==> config.mk <==
export PLATFORM = sky130hd
export DESIGN_NAME = mux4_scan_ctrl
export DESIGN_NICKNAME = d
export VERILOG_FILES = /design/src/rtl/mux4_scan_ctrl.sv
export SDC_FILE = /design/constraint.sdc
export NUM_CORES = 1
export LEC_CHECK = 0
export BUFFER_PORTS_ARGS = -buffer_cell sky130_fd_sc_hd__buf_2
export CAP_MARGIN = 0
export CORE_ASPECT_RATIO = 1.1
export CORE_UTILIZATION = 35
export DETAILED_ROUTE_END_ITERATION = 6
export GPL_ROUTABILITY_DRIVEN = 0
export GPL_TIMING_DRIVEN = 0
export HOLD_SLACK_MARGIN = 0.15
export PLACE_DENSITY_LB_ADDON = 0.08
export SLEW_MARGIN = 20
export SYNTH_ARGS = -nofsm -noshare
export SYNTH_HDL_FRONTEND = slang
export SYNTH_SLANG_ARGS = --single-unit
==> constraint.sdc <==
create_clock -name clk -period 2.9 [get_ports clk]
set_clock_uncertainty 0.05 [all_clocks]
set_input_delay 0.87 -clock clk [delete_from_list [all_inputs] [get_ports clk]]
set_output_delay 0.87 -clock clk [all_outputs]
set_load 0.01 [all_outputs]
==> src/rtl/mux4_scan_ctrl.sv <==
`default_nettype none
// ============================================================================
// Module   : mux4_scan_ctrl
// Purpose  : Scan controller for a 4:1 single-bit mux. Steps the mux select
//            through the enabled channels in ascending order, holds each select
//            for DWELL cycles, samples the mux output at the end of each dwell
//            and packs the samples into a 4-bit word that is delivered on a
//            valid/ready handshake, either one-shot or continuously.
// Ports    : clk        - rising-edge clock
//            rst        - synchronous reset, active-high
//            start      - scan request, honoured only when idle
//            cont       - restart a scan after every handshake when high
//            en_mask    - channel enables (bit i = channel i), latched at start
//            mux_in     - output of the 4:1 mux
//            sel        - mux select
//            word       - assembled word, bit i = sample of channel i
//            word_valid - word holds a complete scan
//            word_ready - downstream accepts word
//            busy       - high from scan start until return to idle
// Params   : DWELL (1..2**CNT_W-1) cycles per select, CNT_W dwell counter width
// Revision : 1.0 - initial release
// ============================================================================
module mux4_scan_ctrl #(
  parameter int DWELL = 2,
  parameter int CNT_W = 4
) (
  input  logic       clk,
  input  logic       rst,
  input  logic       start,
  input  logic       cont,
  input  logic [3:0] en_mask,
  input  logic       mux_in,
  output logic [1:0] sel,
  output logic [3:0] word,
  output logic       word_valid,
  input  logic       word_ready,
  output logic       busy
);

  localparam logic [1:0] c_idle   = 2'd0;
  localparam logic [1:0] c_settle = 2'd1;
  localparam logic [1:0] c_hold   = 2'd2;

  // Count value on which the current channel is captured.
  localparam logic [CNT_W-1:0] c_last_cnt = CNT_W'(DWELL - 1);

  logic [1:0]       r_state;
  logic [1:0]       r_sel;
  logic [CNT_W-1:0] r_cnt;
  logic [3:0]       r_mask;
  logic [3:0]       r_shadow;
  logic [3:0]       r_word;
  logic             r_valid;
  logic             r_busy;

  logic             w_has_next;
  logic [1:0]       w_next_sel;
  logic [3:0]       w_shadow_upd;

  // Lowest enabled channel of a mask; callers guarantee the mask is non-zero.
  function automatic logic [1:0] f_lowest(input logic [3:0] m);
    logic [1:0] r;
    if (m[0])      r = 2'd0;
    else if (m[1]) r = 2'd1;
    else if (m[2]) r = 2'd2;
    else           r = 2'd3;
    return r;
  endfunction

  // Next enabled channel strictly above the current select. Scanning from the
  // top down leaves the lowest such channel as the final assignment.
  always_comb begin
    w_has_next = 1'b0;
    w_next_sel = r_sel;
    for (int i = 3; i >= 0; i--) begin
      if ((i > int'(r_sel)) && r_mask[i]) begin
        w_has_next = 1'b1;
        w_next_sel = 2'(i);
      end
    end
  end

  // Shadow word with the channel currently being captured merged in; this is
  // also the completed word on the final capture of a scan.
  always_comb begin
    w_shadow_upd        = r_shadow;
    w_shadow_upd[r_sel] = mux_in;
  end

  always_ff @(posedge clk) begin
    if (rst) begin
      r_state  <= c_idle;
      r_sel    <= 2'd0;
      r_cnt    <= '0;
      r_mask   <= 4'd0;
      r_shadow <= 4'd0;
      r_word   <= 4'd0;
      r_valid  <= 1'b0;
      r_busy   <= 1'b0;
    end else begin
      case (r_state)
        c_idle: begin
          if (start && (|en_mask)) begin
            r_mask   <= en_mask;
            r_sel    <= f_lowest(en_mask);
            r_cnt    <= '0;
            r_shadow <= 4'd0;
            r_busy   <= 1'b1;
            r_state  <= c_settle;
          end
        end

        c_settle: begin
          if (r_cnt == c_last_cnt) begin
            r_shadow <= w_shadow_upd;
            r_cnt    <= '0;
            if (w_has_next) begin
              r_sel <= w_next_sel;
            end else begin
              // Last channel: sel stays put so it reads the final channel.
              r_word  <= w_shadow_upd;
              r_valid <= 1'b1;
              r_state <= c_hold;
            end
          end else begin
            r_cnt <= r_cnt + CNT_W'(1);
          end
        end

        c_hold: begin
          // word_valid is always high here, so ready alone marks the handshake.
          if (word_ready) begin
            r_valid <= 1'b0;
            if (cont) begin
              r_sel    <= f_lowest(r_mask);
              r_cnt    <= '0;
              r_shadow <= 4'd0;
              r_state  <= c_settle;
            end else begin
              r_busy  <= 1'b0;
              r_state <= c_idle;
            end
          end
        end

        default: begin
          r_state <= c_idle;
        end
      endcase
    end
  end

  assign sel        = r_sel;
  assign word       = r_word;
  assign word_valid = r_valid;
  assign busy       = r_busy;

endmodule
`default_nettype wire

==> results of run 1 <==
[kinds of logic after synthesis]
family / after synthesis
buffers and inverters: 13
adders and majority gates: 6
AOI/OAI and AO/OA: 45
DFF: 22
and+or+nand+nor: 56
muxes: 7
[critical path, stage by stage, from the launching register on]
cell,delay [ns]
dfxtp_1,0.41
ha_1,0.17
nor3b_1,0.71
nor2_1,0.31
nor4b_1,0.46
mux2_2,0.38
[power groups by stage]
stage / clock network (mW) / registers (mW) / logic (mW)
after floorplan: 0 / 0.408 / 0.402
after global placement: 0 / 0.404 / 0.548
after detailed placement: 0 / 0.409 / 0.557
after CTS: 0.151 / 0.401 / 0.558
after global routing: 0.161 / 0.411 / 0.624
final: 0.144 / 0.401 / 0.563
[final cells by class]
class	instances	area (µm²)	share of cell area, %
Buffer	6	23.8	1.68
Clock buffer	3	22.5	1.59
Inverter	7	26.3	1.86
Multi-Input combinational cell	114	757	53.5
Sequential cell	22	440	31.1
Tap cell	48	60.1	4.24
Timing Repair Buffer	17	85.1	6.01
[cell usage in the layout, fill, tap and decap left out, drive strengths merged, types with 2 or more instances in the layout]
cell	instances
clkbuf	8
nand4b	2
mux2i	2
nand2b	2
inv	6
nor2	5
nor4	5
nor3	6
a21oi	17
nand4	4
o21ai	10
buf	18
a31oi	4
nor2b	7
nand2	11
dfxtp	22
nand3	4
mux2	5
o221ai	2
ha	6
or3	3
[Yosys cell counts, types with 2 or more instances]
| master | instances |
|---|---|
| mux2_2 | 5 |
| inv_1 | 6 |
| nand4_1 | 4 |
| nor3_1 | 6 |
| or3_1 | 2 |
| o221ai_1 | 2 |
| clkbuf_1 | 5 |
| mux2i_1 | 2 |
| nand2_1 | 11 |
| nor4_1 | 5 |
| nor2b_1 | 7 |
| ha_1 | 6 |
| nand4b_1 | 2 |
| dfxtp_1 | 22 |
| nand3_1 | 4 |
| nor2_1 | 5 |
| o21ai_0 | 10 |
| nand2b_1 | 2 |
| a31oi_1 | 4 |
| a21oi_1 | 17 |
[per-layer routing]
metal	routed length, µm	up-vias	GRT usage, %
li1	-	602	-
met2	1460	13	27.8
met4	17	0	5.36
met1	1510	557	25.7
met3	63	2	2.40
met5	0	-	0
[worst paths after layout]
check	endpoint	slack [ns]	cells past startpoint
worst max-delay path	word_valid$_SDFFE_PP0P_	0.31	5
worst min-delay path	r_mask[0]$_SDFFE_PP0P_	0.41	2
worst max register to register	word_valid$_SDFFE_PP0P_	0.31	5
worst min register to register	r_mask[0]$_SDFFE_PP0P_	0.41	2
[flip-flops by register name (all words and copies together) (netlist names)]
name        cells
r_cnt           4
sel             2
r_mask          4
r_shadow        4
r_state         2
busy            1
word            4
word_valid      1
==> qor.txt, run 1 <==
Status: completed
Worst hold slack: 0.414 ns
Reg clk slew, reported paths: 0.13 ns
Final TNS setup: 0 ns
DIE WIDTH: 58.8 µm
DP HPWL: 2.30 mm
Layout Nets: 187
Post-synth EDFFs: 0
Share of cells above drive strength 1: 17.2%
Maximum number of pins on one net before global-route repair: 12
Top-area cell type share of the netlist area: 35.4%
Worst slack at placement: 0.242 ns
Area grow syn2layout: 13.9%
Comb pwr share: 50.8%
Drt drc: 0
Post-Synth Adder-Cell Area: 6.04%
Largest family of logic cells by synthesized area: simple AND/OR/NAND/NOR gates
GRT Overall Usage: 18.0%
Worst slew margin: 42.8%
I/O Buffers: 17
P_sw: 0.486 mW
Final Power: 1.11 mW
Post-synthesis simple-gate area fraction: 25.2%
Leak pwr: 0.533 nW
FFs w/ async S/R, synth: 0%
CP Class: reg -> reg
Post-DP Area: 1390 µm²
VDD IR max: 0.313 mV
Total wire length: 3.05 mm
Synth area leaders: dfxtp_1 (35%), a21oi_1 (6.8%), ha_1 (6.0%)
Gate Count Post-Synth: 149
Hold Buf Count CTS: 0
Count of warnings emitted by yosys: 0
Final setup margin: 0.313 ns
Crit path from: r_cnt[0]$_SDFFE_PP0P_
Min Tclk post-route: 2.59 ns
H-tree levels: 1
Core Region: 3360 µm²
Critical R2R Launch: r_cnt[0]$_SDFFE_PP0P_
Mapped cell area: 1240 µm²
Via count: 1174
Avg Vias per Cell: 5.41
Critical hold path startpoint: r_mask[0]$_SDFFE_PP0P_
Syn nets: 165
CP Capture Type: flop
Clock tree root buffer cell: clkbuf_4
Initial DRC Count: 37
Sequential Power Share: 36.2%
CTS max path bufs: 2
Startpoint types: flop
Post-synthesis mux area share: 6.14%
First-pass GRT wire length: 5.20 mm
Worst EP arrival: 2.75 ns
Int Pwr: 0.621 mW
Power Dens Cells: 782 nW/µm²
Flops & latches, synth: 22
Vias in the first global route: 1109
PostCTS Resize Cnt: 0
Synthesized area per cell: 8.34 µm²
Unrepaired setup endpoints after global routing: no
Pins Over Slew Limit: 0
Synth area leader: dfxtp_1
DP Cell Count: 214
CP required: 3.06 ns
Starting Density: 37.0%
Initial antenna violation count: 0
Clock group share of total power: 13.0%
# diodes: 0
Io pins: 18
Die Y: 64.5 µm
Worst-Skew Late Latency: 0.31 ns
Post-CTS setup buffers: 0
Die area: 3790 µm²
Post-layout util: 42.1%
Tcrit/Tclk final: 89.2%
Max Cap Violations: 0
Sw Share: 43.9%
Filler cells: 389
Overflow after GRT: 0
1st-pass router iterations: 4
Post-route antenna net violation count: 0
Cell Rows: 22
CTS Buf Count: 3
Post-Synth XOR/XNOR Area: 0%
Design area: 1420 µm²
Final std cells w/o fill: 217
Distinct cells, synth: 42
Crit Path Max Fanout: 8
CTS Sinks: 22
Most used DFF post-synth: dfxtp_1
Fmax: 0.387 GHz
Seq/Total Area, Yosys: 35.4%
# setup viols final: 0
Routed len/inst: 14.0 µm
Compound-Gate Fraction of Synth Area: 23.2%
Hold Vio Cnt, Final: 0
Tightest Hold Check Type: reg -> reg
Worst Tran Pin Value: 0.857 ns
CTS tree: yes
(Power assumes the default switching activity.)
==> run 2, diff against run 1 <==
--- a/config.mk
+++ b/config.mk
@@ -8,11 +8,13 @@
 export BUFFER_PORTS_ARGS = -buffer_cell sky130_fd_sc_hd__buf_2
 export CAP_MARGIN = 0
 export CORE_ASPECT_RATIO = 1.1
+export CORE_MARGIN = 5
 export CORE_UTILIZATION = 35
 export DETAILED_ROUTE_END_ITERATION = 6
 export GPL_ROUTABILITY_DRIVEN = 0
 export GPL_TIMING_DRIVEN = 0
 export HOLD_SLACK_MARGIN = 0.15
+export MAX_ROUTING_LAYER = met4
 export PLACE_DENSITY_LB_ADDON = 0.08
 export SLEW_MARGIN = 20
 export SYNTH_ARGS = -nofsm -noshare
==> run 2 against run 1 <==
- critical path type unchanged
- hold slack improved by 0.0062 ns
- critical endpoint unchanged
- sequential share of layout area fell by 0.30 points
- register-to-register slack got worse by 0.15 ns
- non-clock buffer count did not move
- first-iteration DRC count rose to 2.7 times the previous value
==> qor.txt, run 2 (synthesized netlist as in run 1, its figures left out) <==
1st-pass router iterations: 4 (unchanged)
Via count: 1216 (+3.6%)
Crit Path Max Fanout: 8 (unchanged)
Worst slack at placement: 0.258 ns (+0.0156 ns)
CTS max path bufs: 2 (unchanged)
Layout Nets: 187 (unchanged)
I/O Buffers: 17 (unchanged)
Worst Tran Pin Value: 0.944 ns (+0.0873 ns)
Vias in the first global route: 1240 (+12%)
Max stage delay cell, worst path: nor3b_1
# diodes: 0 (unchanged)
Status: completed
Clock tree root buffer cell: clkbuf_4
Worst hold slack: 0.420 ns (+0.00616 ns)
Tcrit/Tclk final: 94.3% (+5.1 points)
Routed len/inst: 14.9 µm (+5.9%)
Total wire length: 3.24 mm (+6.4%)
Power Dens Cells: 803 nW/µm² (+2.6%)
Maximum number of pins on one net before global-route repair: 13 (+1)
Min Tclk post-route: 2.74 ns (+0.149 ns)
Register area: 440 µm² (unchanged)
Unrepaired setup endpoints after global routing: no
Max Cap Violations: 0 (unchanged)
Initial antenna violation count: 0 (unchanged)
CP Cell Sequence: ha_1 > nor3b_1 > nor2_1 > nor4b_1 > mux2_2
Fmax: 0.366 GHz (-5.4%)
Worst path max stage delay: 0.77 ns (+0.06 ns)
Io pins: 18 (unchanged)
Area grow syn2layout: 15.0%
Leak pwr: 0.540 nW (+1.3%)
Avg Vias per Cell: 5.58 (+3.1%)
Worst-Skew Late Latency: 0.31 ns (about the same)
# setup viols final: 0 (unchanged)
CTS tree: yes
Post-route antenna net violation count: 0 (unchanged)
Most common cell after layout, fill and taps aside: dfxtp_1
Filler cells: 360 (-7.5%)
VDD IR max: 0.490 mV (+57%)
Worst EP arrival: 2.90 ns (+0.15 ns)
CP Class: reg -> reg
Pins Over Slew Limit: 0 (unchanged)
CTS Sinks: 22 (unchanged)
DP HPWL: 2.43 mm (+5.7%)
Worst slew margin: 36.9% (-5.8 points)
Commonest cells after routing, fill and taps aside: dfxtp_1 (22), buf_2 (18), a21oi_1 (17)
DIE WIDTH: 66.8 µm (+14%)
Final TNS setup: 0 ns (unchanged)
Final Power: 1.15 mW (+3.6%)
Cell Rows: 22 (unchanged)
Die Y: 72.5 µm (+12%)
Startpoint types: flop
Tightest Hold Check Type: reg -> reg
Hold Buf Count CTS: 0 (unchanged)
Post-CTS setup buffers: 0 (unchanged)
Share of cells above drive strength 1: 17.6% (+0.49 points)
Starting Density: 36.7% (-0.30 points)
GRT Overall Usage: 15.1% (-2.9 points)
Initial DRC Count: 99 (+170%)
Core Region: 3390 µm² (+0.82%)
Area occupied by multi-input gates: 757 µm² (unchanged)
Die area: 4840 µm² (+28%)
CP required: 3.06 ns (about the same)
CTS Buf Count: 3 (unchanged)
H-tree levels: 1 (unchanged)
Hold Vio Cnt, Final: 0 (unchanged)
PostCTS Resize Cnt: 0 (unchanged)
Overflow after GRT: 0 (unchanged)
Drt drc: 0 (unchanged)
CP Capture Type: flop
Final setup margin: 0.164 ns (-0.149 ns)
Reg clk slew, reported paths: 0.13 ns (about the same)
First-pass GRT wire length: 5.59 mm (+7.4%)
-- run 2: final timing paths --
kind / startpoint / endpoint / slack, ns / cells after the start
setup reg to reg: r_cnt[0]$_SDFFE_PP0P_ / word_valid$_SDFFE_PP0P_ / 0.16 / 5
hold / removal: r_mask[0]$_SDFFE_PP0P_ / r_mask[0]$_SDFFE_PP0P_ / 0.42 / 2
setup / recovery: r_cnt[0]$_SDFFE_PP0P_ / word_valid$_SDFFE_PP0P_ / 0.16 / 5
hold reg to reg: r_mask[0]$_SDFFE_PP0P_ / r_mask[0]$_SDFFE_PP0P_ / 0.42 / 2
-- run 2: stage by stage --
step           cells  util, %  instance area (µm²)
2_1_floorplan    149        -                 1240
3_3_place_gp     214     41.0                 1390
3_5_place_dp     214     41.0                 1390
4_1_cts          218     42.1                 1420
5_1_grt          218     42.2                 1430
6_report         218     42.2                 1430
-- run 2: power breakdown --
group,internal (mW),switching [mW]
Clock,0.0766,0.0984
Combinational,0.221,0.349
Sequential,0.351,0.0508
-- run 2: cell type report --
cell class	count	area share, %
multi-input cells	114	53.0
flip-flops and latches	22	30.8
repair buffers	17	5.95
well taps	48	4.20
clock buffers	4	2.54
inverters	7	1.84
plain buffers	6	1.66
-- run 2: per-layer routing --
metal | wire, µm | track usage (%)
met2 | 1560 | 24.9
met5 | 0 | -
met4 | 33 | 6.55
met3 | 76 | 2.01
met1 | 1570 | 18.3
-- run 2: worst max-delay path: cells and delay by family, from the launching register on --
kind | cells | cell delay [ns]
adders and majority gates | 1 | 0.18
muxes | 1 | 0.38
DFF | 1 | 0.42
and+or+nand+nor | 3 | 1.60
